===== src/rtl/delay_meas_pkg.sv =====
// Shared types and defaults for the start/stop delay measurement controller.
package delay_meas_pkg;

    localparam int DEF_WIDTH    = 8;
    localparam int DEF_TICK_DIV = 1;

    typedef enum logic [1:0] {
        IDLE  = 2'd0,
        ARMED = 2'd1,
        COUNT = 2'd2,
        DONE  = 2'd3
    } state_e;

endpackage


===== src/rtl/sync_rise_det.sv =====
// Two-flop synchroniser for an asynchronous pin followed by a rising-edge detector.
module sync_rise_det (
    input  logic clk,
    input  logic rst,
    input  logic pin,
    output logic rise
);

    logic s1_q, s2_q, s3_q;
    logic s1_d, s2_d, s3_d;

    always_comb begin
        s1_d = pin;
        s2_d = s1_q;
        s3_d = s2_q;
    end

    always_ff @(posedge clk) begin
        if (rst) begin
            s1_q <= 1'b0;
            s2_q <= 1'b0;
            s3_q <= 1'b0;
        end else begin
            s1_q <= s1_d;
            s2_q <= s2_d;
            s3_q <= s3_d;
        end
    end

    // One pulse per low-to-high transition of the synchronised pin.
    assign rise = s2_q & ~s3_q;

endmodule


===== src/rtl/delay_meas_ctrl.sv =====
// Start/stop delay timer sequencer: drives an external counter and captures the elapsed ticks.
module delay_meas_ctrl
    import delay_meas_pkg::*;
#(
    parameter int WIDTH    = DEF_WIDTH,
    parameter int TICK_DIV = DEF_TICK_DIV
) (
    input  logic             clk,
    input  logic             rst,
    input  logic             arm,
    input  logic             abort,
    input  logic             start_in,
    input  logic             stop_in,
    input  logic [WIDTH-1:0] cnt_value,
    output logic             cnt_load,
    output logic [WIDTH-1:0] cnt_load_val,
    output logic             cnt_en,
    output logic [WIDTH-1:0] result,
    output logic             result_valid,
    output logic             overflow,
    output logic             busy,
    output logic [1:0]       dbg_state
);

    localparam int             PW        = $clog2(TICK_DIV) + 1;
    localparam logic [PW-1:0]  TICK_LAST = PW'(TICK_DIV - 1);
    localparam logic [WIDTH-1:0] ALL_ONES = '1;

    logic start_rise, stop_rise;

    sync_rise_det u_start_det (.clk(clk), .rst(rst), .pin(start_in), .rise(start_rise));
    sync_rise_det u_stop_det  (.clk(clk), .rst(rst), .pin(stop_in),  .rise(stop_rise));

    state_e           state_q, state_d;
    logic [PW-1:0]    presc_q, presc_d;
    logic [WIDTH-1:0] result_q, result_d;
    logic             valid_q, valid_d;
    logic             ovf_q, ovf_d;
    logic             tick;

    always_comb begin
        state_d  = state_q;
        presc_d  = presc_q;
        result_d = result_q;
        valid_d  = valid_q;
        ovf_d    = ovf_q;
        cnt_load = 1'b0;
        cnt_en   = 1'b0;
        tick     = (presc_q == TICK_LAST);

        if (abort) begin
            state_d = IDLE;
        end else begin
            case (state_q)
                IDLE, DONE: begin
                    if (arm) begin
                        cnt_load = 1'b1;
                        result_d = '0;
                        valid_d  = 1'b0;
                        ovf_d    = 1'b0;
                        state_d  = ARMED;
                    end
                end
                ARMED: begin
                    if (start_rise && stop_rise) begin
                        result_d = '0;
                        valid_d  = 1'b1;
                        state_d  = DONE;
                    end else if (start_rise) begin
                        // The start cycle itself is prescaler slot 0.
                        state_d = COUNT;
                        if (TICK_LAST == '0) begin
                            cnt_en  = 1'b1;
                            presc_d = '0;
                        end else begin
                            presc_d = PW'(1);
                        end
                    end
                end
                COUNT: begin
                    if (stop_rise) begin
                        result_d = cnt_value;
                        valid_d  = 1'b1;
                        state_d  = DONE;
                    end else if (tick) begin
                        presc_d = '0;
                        if (cnt_value == ALL_ONES) begin
                            ovf_d    = 1'b1;
                            result_d = ALL_ONES;
                            valid_d  = 1'b1;
                            state_d  = DONE;
                        end else begin
                            cnt_en = 1'b1;
                        end
                    end else begin
                        presc_d = presc_q + PW'(1);
                    end
                end
                default: state_d = IDLE;
            endcase
        end

        if (rst) begin
            cnt_load = 1'b0;
            cnt_en   = 1'b0;
        end
    end

    always_ff @(posedge clk) begin
        if (rst) begin
            state_q  <= IDLE;
            presc_q  <= '0;
            result_q <= '0;
            valid_q  <= 1'b0;
            ovf_q    <= 1'b0;
        end else begin
            state_q  <= state_d;
            presc_q  <= presc_d;
            result_q <= result_d;
            valid_q  <= valid_d;
            ovf_q    <= ovf_d;
        end
    end

    assign cnt_load_val = '0;
    assign result       = result_q;
    assign result_valid = valid_q;
    assign overflow     = ovf_q;
    assign busy         = (state_q == ARMED) || (state_q == COUNT);
    assign dbg_state    = state_q;

endmodule


===== config.mk =====
export PLATFORM = sky130hd
export DESIGN_NAME = delay_meas_ctrl
export DESIGN_NICKNAME = d
export VERILOG_FILES = /design/src/rtl/delay_meas_pkg.sv /design/src/rtl/sync_rise_det.sv /design/src/rtl/delay_meas_ctrl.sv
export SDC_FILE = /design/constraint.sdc
export NUM_CORES = 1
export LEC_CHECK = 0
export ABC_AREA = 1
export BUFFER_PORTS_ARGS = -buffer_cell sky130_fd_sc_hd__buf_2
export CORE_MARGIN = 4
export CORE_UTILIZATION = 51
export DETAILED_ROUTE_END_ITERATION = 7
export PLACE_DENSITY = 0.9
export SETUP_SLACK_MARGIN = 0.15
export SLEW_MARGIN = 40
export SYNTH_ARGS = -nofsm -noshare
export SYNTH_HDL_FRONTEND = slang
export SYNTH_SLANG_ARGS = --single-unit
export TNS_END_PERCENT = 10

===== constraint.sdc =====
create_clock -name clk -period 2.3 [get_ports clk]
set_clock_uncertainty 0.1 [all_clocks]
set_input_delay 0.23 -clock clk [delete_from_list [all_inputs] [get_ports clk]]
set_output_delay 0.23 -clock clk [all_outputs]
set_load 0.02 [all_outputs]

* Word-level counts from Yosys, hierarchy flattened *
Index checks and enable logic that the tools add are counted.

word-level totals
  bits in registers = 19
  bits of input ports = 14
  output and inout bits = 23

cells by class
  mux-type cells = 38
  bitwise operators = 5
  $add $sub $neg = 1
  reductions and logical operators = 11
  eq/ne operators = 14

operators by type and width
  cell                 count
  $mux 8               5
  $pmux 8 s3           1
  $mux 1               21
  $ne 2x2->1 const B   7
  $mux 2               6
  $reduce_and 5->1     2
  $ne 3x3->1 const B   3
  $eq 8x8->1 const B   1
  $pmux 1 s2           3
  $pmux 2 s3           1
  $reduce_and 6->1     1
  $eq 2x2->1 const B   2
  $reduce_and 4->1     1
  $reduce_bool 2->1    2
  $reduce_or 2->1      2
  $not 1->1            3
  $pmux 1 s3           1
  $and 1x1->1          2
  $eq 2x1->1 const B   1
  $logic_not 2->1      1
  $add 1x1->1 const B  1
  $logic_and 1x1->1    1
  $logic_or 1x1->1     1

* Logic depth before layout (Yosys ltp) *
Gate-level depths: netlist of run 1.

  depth in word-level cells = 7
  depth in mapped cells = 9

* By module *
Synthesis of run 1 repeated with hierarchy kept, for this count alone.

second synthesis, totals
  cells, all modules = 144
  area total of the unflattened synthesis = 974.7 µm²

modules (own cells, without submodules)
  module           sequential area each (µm²)  cells an instance  instances  area an instance (µm²)
  delay_meas_ctrl  240.2                       124                1          802.0
  sync_rise_det    60.1                        10                 2          86.3

* Worst setup path before layout of run 1 *
No wires, ideal clock.

  kind = flip-flop to output port
  from = register state_q[0], in the netlist dbg_state[0]
  to = output port cnt_load
  data arrival time = 1.720 ns
  cell stages (with the launch flop) = 5
  setup slack = 0.250 ns
  path buffers = 0
  path through = dfxtp_1 > inv_1 > ha_1 > inv_1 > nor4_1

on the way
  word-level cells in the longest chain between the ends = 5
  elaborated cells on any way between the ends = 6
  classes of those cells = 1 x eq/ne; 3 x mux; 2 x reduce/logical

ends and longest elaborated chain
  element                                               line                    text
  start: declaration                                    delay_meas_ctrl.sv:34   state_e state_q, state_d;
  start signal: assignment                              delay_meas_ctrl.sv:117  state_q <= state_d;
  $eq 2x2->1 / $logic_not 2->1 (equally long branches)  delay_meas_ctrl.sv:54   case (state_q)
  $reduce_or 2->1 (*)                                   delay_meas_ctrl.sv:54
  $mux 1 (*)                                            delay_meas_ctrl.sv:54
  $mux 1 (*)                                            delay_meas_ctrl.sv:51   if (abort) begin
  $mux 1 (*)                                            delay_meas_ctrl.sv:103  if (rst) begin
  end: declaration                                      delay_meas_ctrl.sv:15   output logic cnt_load,

Mark *: on every way between the ends. The rest lies on a longest branch, timed or not.

* Worst setup path in the final report of run 1 *
Same ends and word-level chain as after synthesis.

==> results of run 1 <==
==> layout by cell type (no fill, tap or decap), drive strengths merged <==
cell type  Yosys  final
nor2          26     26
clkinv         2      2
conb           1      8
ha             2      2
nor4           1      1
dfxtp         18     18
a21oi         12     12
o21a           1      1
nand2         26     26
nand3         13     13
o21ai          9      9
clkbuf         2      4
inv           14     14
buf           12     29
==> what timing repair did <==
item,in CTS,in global routing
endpoints found under the setup margin,1,1
cloned,0,0
gates resized for setup,1,1
==> power by group <==
part	total, mW	leakage [nW]	internal (mW)	switching [mW]
clock network	0.194	0.0210	0.0964	0.0976
registers	0.351	0.148	0.338	0.0131
logic	0.221	0.381	0.0748	0.146
total	0.766	0.550	0.509	0.257
==> final timing paths <==
kind	startpoint	to	slack, ps	cells after the start
hold reg to reg	u_start_det.s1_q	u_start_det.s2_q	310	2
setup reg to reg	dbg_state[0]	result[2]	450	8
hold / removal	start_in	u_start_det.s1_q	30	3
setup / recovery	dbg_state[0]	cnt_load	340	5
==> per-layer routing <==
metal | vias to the layer above | GRT usage (%) | part of all wire, %
met2 | 25 | 28.8 | 54
met3 | 2 | 3.79 | 4.5
met1 | 398 | 17.6 | 41
li1 | 472 | - | -
met4 | 0 | 6.55 | 0.70
met5 | - | 0 | 0
==> state kept, by name, indices dropped and copies added, names as in the netlist <==
name / cells
result_valid: 1
u_start_det.s1_q: 1
u_stop_det.s1_q: 1
result: 8
u_start_det.s2_q: 1
u_stop_det.s2_q: 1
u_stop_det.s3_q: 1
dbg_state: 2
u_start_det.s3_q: 1
overflow: 1
==> final cells by class <==
type / count / area [um2]
clock buffers: 4 / 36.3
multi-input cells: 98 / 472
flip-flops and latches: 18 / 360
fillers: 177 / 657
inverters: 16 / 60.1
well taps: 25 / 31.3
repair buffers: 29 / 148
==> per-stage QoR <==
step | total power [mW] | hold slack (ps)
detailed placement | 0.574 | 300
global placement | 0.568 | 292
global route | 0.810 | 39.8
floorplan | 0.533 | 237
CTS | 0.770 | 28.7
finish | 0.766 | 32.8
==> logic make-up (layout without fill, tap and decap cells) <==
kind of cell,after synthesis,after routing,share of synthesized area (%)
simple gates,66,66,29.3
compound gates,22,22,13.3
buf+inv,30,49,16.9
other cells,1,8,0.390
fa+ha+maj,2,2,2.60
flops,18,18,37.5
==> worst reg2reg max path, cell delays in order (launching register included) <==
cell	delay (ps)
dfxtp_1	380
inv_1	80
ha_2	320
nand2_1	110
nand2_1	110
a21oi_4	390
nand3_1	130
nand2_1	90
nor2_1	50
==> flow_metrics.py, run 1 <==
metrics = {
    "synth": {
        "synth_seq_cells": 18,
        "yosys.area.top_type": "dfxtp_1",
        "synth_most_common_cell": "nor2_1",
        "ys_types": 21,
        "synthFlopType": "dfxtp_1",
        "netlist.area_leader.share_pct": 37.5,
        "synthTopCellsByCount": "25 x nor2_1, 23 x nand2_1, 18 x dfxtp_1",
        "yosys_warnings": 0,
        "async_flop_share_pct": 0,
        "ys_top_cells_by_area": "dfxtp_1 38%, nor2_1 9.8%, nand2_1 9.0%, buf_4 7.0%, nand3_1 6.8%",
        "netlist_instances": 139,
        "yosysSeqAreaShare_pct": 37.5,
        "syn_area_um2": 961,
        "synth_edf_count": 0,
        "syn_avg_cell_area_um2": 6.91,
    },
    "die": {
        "initial_core_util_pct": 54.5,
        "die_w_um": 51.4,
        "die_y_um": 51.4,
        "core_area_mm2": 0.00176,
        "rows": 15,
        "dieArea_mm2": 0.00264,
        "ios": 37,
    },
    "timing": {
        "rsz0062_at_grt": "false",
        "slew_viol_final": 0,
        "fmax_mhz": 511,
        "fin_crit_sh_pct": 85.0,
        "period_minus_slack_ps": 1960,
        "setup_viol": 0,
        "fin_setup_tns_ps": 0,
        "setup_slack_ps": 345,
        "hold_viol": 0,
    },
    "route": {
        "ant_nets": 0,
        "wire_per_inst_um": 10.5,
        "drt-initial-drc-count": 15,
        "routed_wl_mm": 1.99,
        "vias_per_cell": 4.72,
        "firstDrtPassIters": 4,
        "vias": 897,
        "route.detailed.drc": 0,
    },
    "grt": {
        "grt_use_total_pct": 16.0,
        "grt_pass1_wl_mm": 3.22,
        "grt_start_max_net_pins": 19,
        "antenna_found_initial": 0,
        "grt_pass1_vias": 797,
        "gr-total-overflow": 0,
    },
    "job": {
        "maxCapViolCount": 0,
    },
    "placed_design": {
        "place_inst": 186,
        "pre_cts_slack_ps": 428,
        "place.gp.congestion": 0.838,
        "dp.final_hpwl_mm": 1.50,
        "placedInstanceArea_mm2": 0.00106,
        "portBuffers": 28,
    },
    "critical_path": {
        "worstPathArrival_ps": 1630,
        "cp_max_fo": 5,
        "setup.worst_path.class": "reg2out",
        "cp_cell_sequence": "inv_1 > ha_2 > inv_1 > nor4_1 > buf_2",
        "cp_slowest_stage_delay_ps": 380,
        "crit_top_cell": "inv_1",
        "start_kind": "flip-flop",
        "setup.worst_path.end_class": "output port",
        "required_ps": 1970,
        "critPathSlowestCell": "dfxtp_1",
        "critical_path.top_delay_family": "flip-flops",
        "critPathBufInv": 3,
    },
    "clocking": {
        "cts_max_level": 1,
        "clock-root-buffer": "clkbuf_4",
        "cts_max_path_buffers": 2,
        "cts_sinks": 18,
        "cts_tree": "built",
        "post_cts_buffers": 0,
        "cts_buffers": 3,
        "holdBufCountCts": 0,
        "clk_pin_slew_ps": 100,
        "insertion_delay_ps": 290,
    },
    "power_and_ir_drop": {
        "ir_worst_vdd_v": 0.000443,
        "powerDensity_mw_per_mm2": 692,
        "power_leakage_nw": 0.550,
    },
    "hold_path": {
        "hold_class": "in2reg",
    },
    "layout": {
        "area_growth_pct": 15.2,
        "instances_no_fill": 190,
        "postLayoutCellArea_mm2": 0.00111,
        "layout-drive-gt1-share_pct": 25.5,
        "fin_util_pct": 62.8,
        "final_nets": 182,
        "diodes": 0,
    },
    "run_status": {
        "status": "complete, no violations",
    },
}
Note: power is estimated with default switching activity, not from simulation.
==> inputs of run 2 (changes only) <==
- CORE_ASPECT_RATIO: unset -> 0.9
- PLACE_DENSITY: 0.9 -> 0.93
==> run 2 against run 1 <==
Flip-flop and latch count unchanged. Register-to-register slack improved by 30 ps. Critical path depth unchanged. Global-route usage about the same. Final cell count decreased by 0.53%.
==> flow_metrics.py, run 2 (synthesis gave the netlist of run 1 again) <==
metrics = {
    "critical_path": {
        "setup.worst_path.end_class": "output port",
        "start_kind": "flip-flop",
        "cp_max_fo": 5,
        "worstPathArrival_ps": 1590,
        "r2r_start": "dbg_state[0]",
        "r2r_cells": 8,
        "setup.worst_path.class": "reg2out",
        "r2r_setup_slack_ps": 480,
        "reg2reg_to": "result[3]",
        "required_ps": 1970,
    },
    "layout": {
        "nFillCells": 170,
        "final_common_cell": "buf_2",
        "final_cell_mix": "28 x buf_2, 25 x nor2_1, 23 x nand2_1, 18 x dfxtp_1, 13 x inv_1",
        "final_nets": 182,
        "largest_reg_flops": 8,
        "diodes": 0,
        "ff_latch_area_um2": 360,
        "area_growth_pct": 15.1,
        "layout-drive-gt1-share_pct": 25.5,
        "multi_input_area_um2": 472,
    },
    "die": {
        "core_area_mm2": 0.00173,
        "initial_core_util_pct": 55.4,
        "dieArea_mm2": 0.00264,
        "rows": 14,
        "die_y_um": 49.2,
        "ios": 37,
        "die_w_um": 53.8,
    },
    "route": {
        "firstDrtPassIters": 4,
        "wire_per_inst_um": 10.4,
        "drt-initial-drc-count": 23,
        "route.detailed.drc": 0,
        "ant_nets": 0,
        "vias_per_cell": 4.86,
        "routed_wl_mm": 1.97,
        "vias": 918,
    },
    "timing": {
        "setup_viol": 0,
        "fin_setup_tns_ps": 0,
        "slew_viol_final": 0,
        "fmax_mhz": 521,
        "fin_crit_sh_pct": 83.4,
        "period_minus_slack_ps": 1920,
        "hold_viol": 0,
        "rsz0062_at_grt": "false",
        "setup_slack_ps": 382,
    },
    "job": {
        "maxCapViolCount": 0,
    },
    "grt": {
        "grt_pass1_wl_mm": 3.11,
        "use_met1_pct": 17.3,
        "use_met3_pct": 6.42,
        "met2_usage_pct": 26.8,
        "grt_start_max_net_pins": 19,
        "grt_pass1_vias": 731,
        "grt_most_used_layer": "met2",
        "antenna_found_initial": 0,
        "grt_use_total_pct": 15.9,
        "gr-total-overflow": 0,
    },
    "power_and_ir_drop": {
        "powerDensity_mw_per_mm2": 689,
        "power_leakage_nw": 0.550,
        "ir_worst_vdd_v": 0.000425,
    },
    "clocking": {
        "holdBufCountCts": 0,
        "clock-root-buffer": "clkbuf_4",
        "cts_buffers": 3,
        "cts_sinks": 18,
        "clk_pin_slew_ps": 100,
        "post_cts_buffers": 0,
        "insertion_delay_ps": 300,
        "cts_max_path_buffers": 2,
        "cts_max_level": 1,
        "cts_tree": "built",
    },
    "placed_design": {
        "dp.final_hpwl_mm": 1.49,
        "pre_cts_slack_ps": 463,
        "portBuffers": 28,
        "place.gp.congestion": 0.844,
    },
    "hold_path": {
        "hp-start": "stop_in",
        "hold_path_depth": 3,
        "min_to": "u_stop_det.s1_q",
        "hold_class": "in2reg",
    },
    "run_status": {
        "status": "complete, no violations",
    },
}
-- run 2: stage by stage --
step	hold WS (ps)	instances	area, um2	util [%]	total power, mW
2_1_floorplan	237	146	987	-	0.533
5_1_grt	38.7	189	1110	63.8	0.820
3_3_place_gp	293	185	1060	61.3	0.567
3_5_place_dp	303	185	1060	61.3	0.573
6_report	34.6	189	1110	63.8	0.762
4_1_cts	26.8	189	1100	63.3	0.768
-- run 2: timing repair --
action	CTS	global route
hold endpoints to repair	0	0
resized for setup	0	2
setup endpoints to repair	0	1
-- run 2: area by class of cell --
cell class	instances	share of cell area (%)
clock buffer	4	3.28
inverter	16	5.43
multi-input combinational	98	42.6
sequential	18	32.6
tap	24	2.71
timing repair buffer	29	13.3
-- run 2: critical path, stage by stage, from the launching register on --
cell and delay, ps:
dfxtp_1 370, inv_1 70, ha_2 360, inv_1 90
nor4_1 210, buf_2 200
-- run 2: worst max-delay path by stage --
stage | startpoint | endpoint | slack [ps]
2_1_floorplan | dbg_state[0] | cnt_load | 250
6_report | dbg_state[0] | cnt_load | 380
3_5_place_dp | dbg_state[0] | result[3] | 460
5_1_grt | dbg_state[0] | cnt_load | 240
3_3_place_gp | dbg_state[0] | result[3] | 560
4_1_cts | dbg_state[0] | cnt_en | 220
-- run 2: where the power goes --
group / internal, mW / switching [mW]
logic: 0.0748 / 0.146
registers: 0.337 / 0.0123
clock network: 0.0966 / 0.0952
total: 0.509 / 0.253
-- run 2: layer usage --
layer | vias up | wire, um
met5 | - | 0
met4 | 0 | 31
met3 | 4 | 172
met2 | 42 | 1020
met1 | 400 | 740
li1 | 472 | -
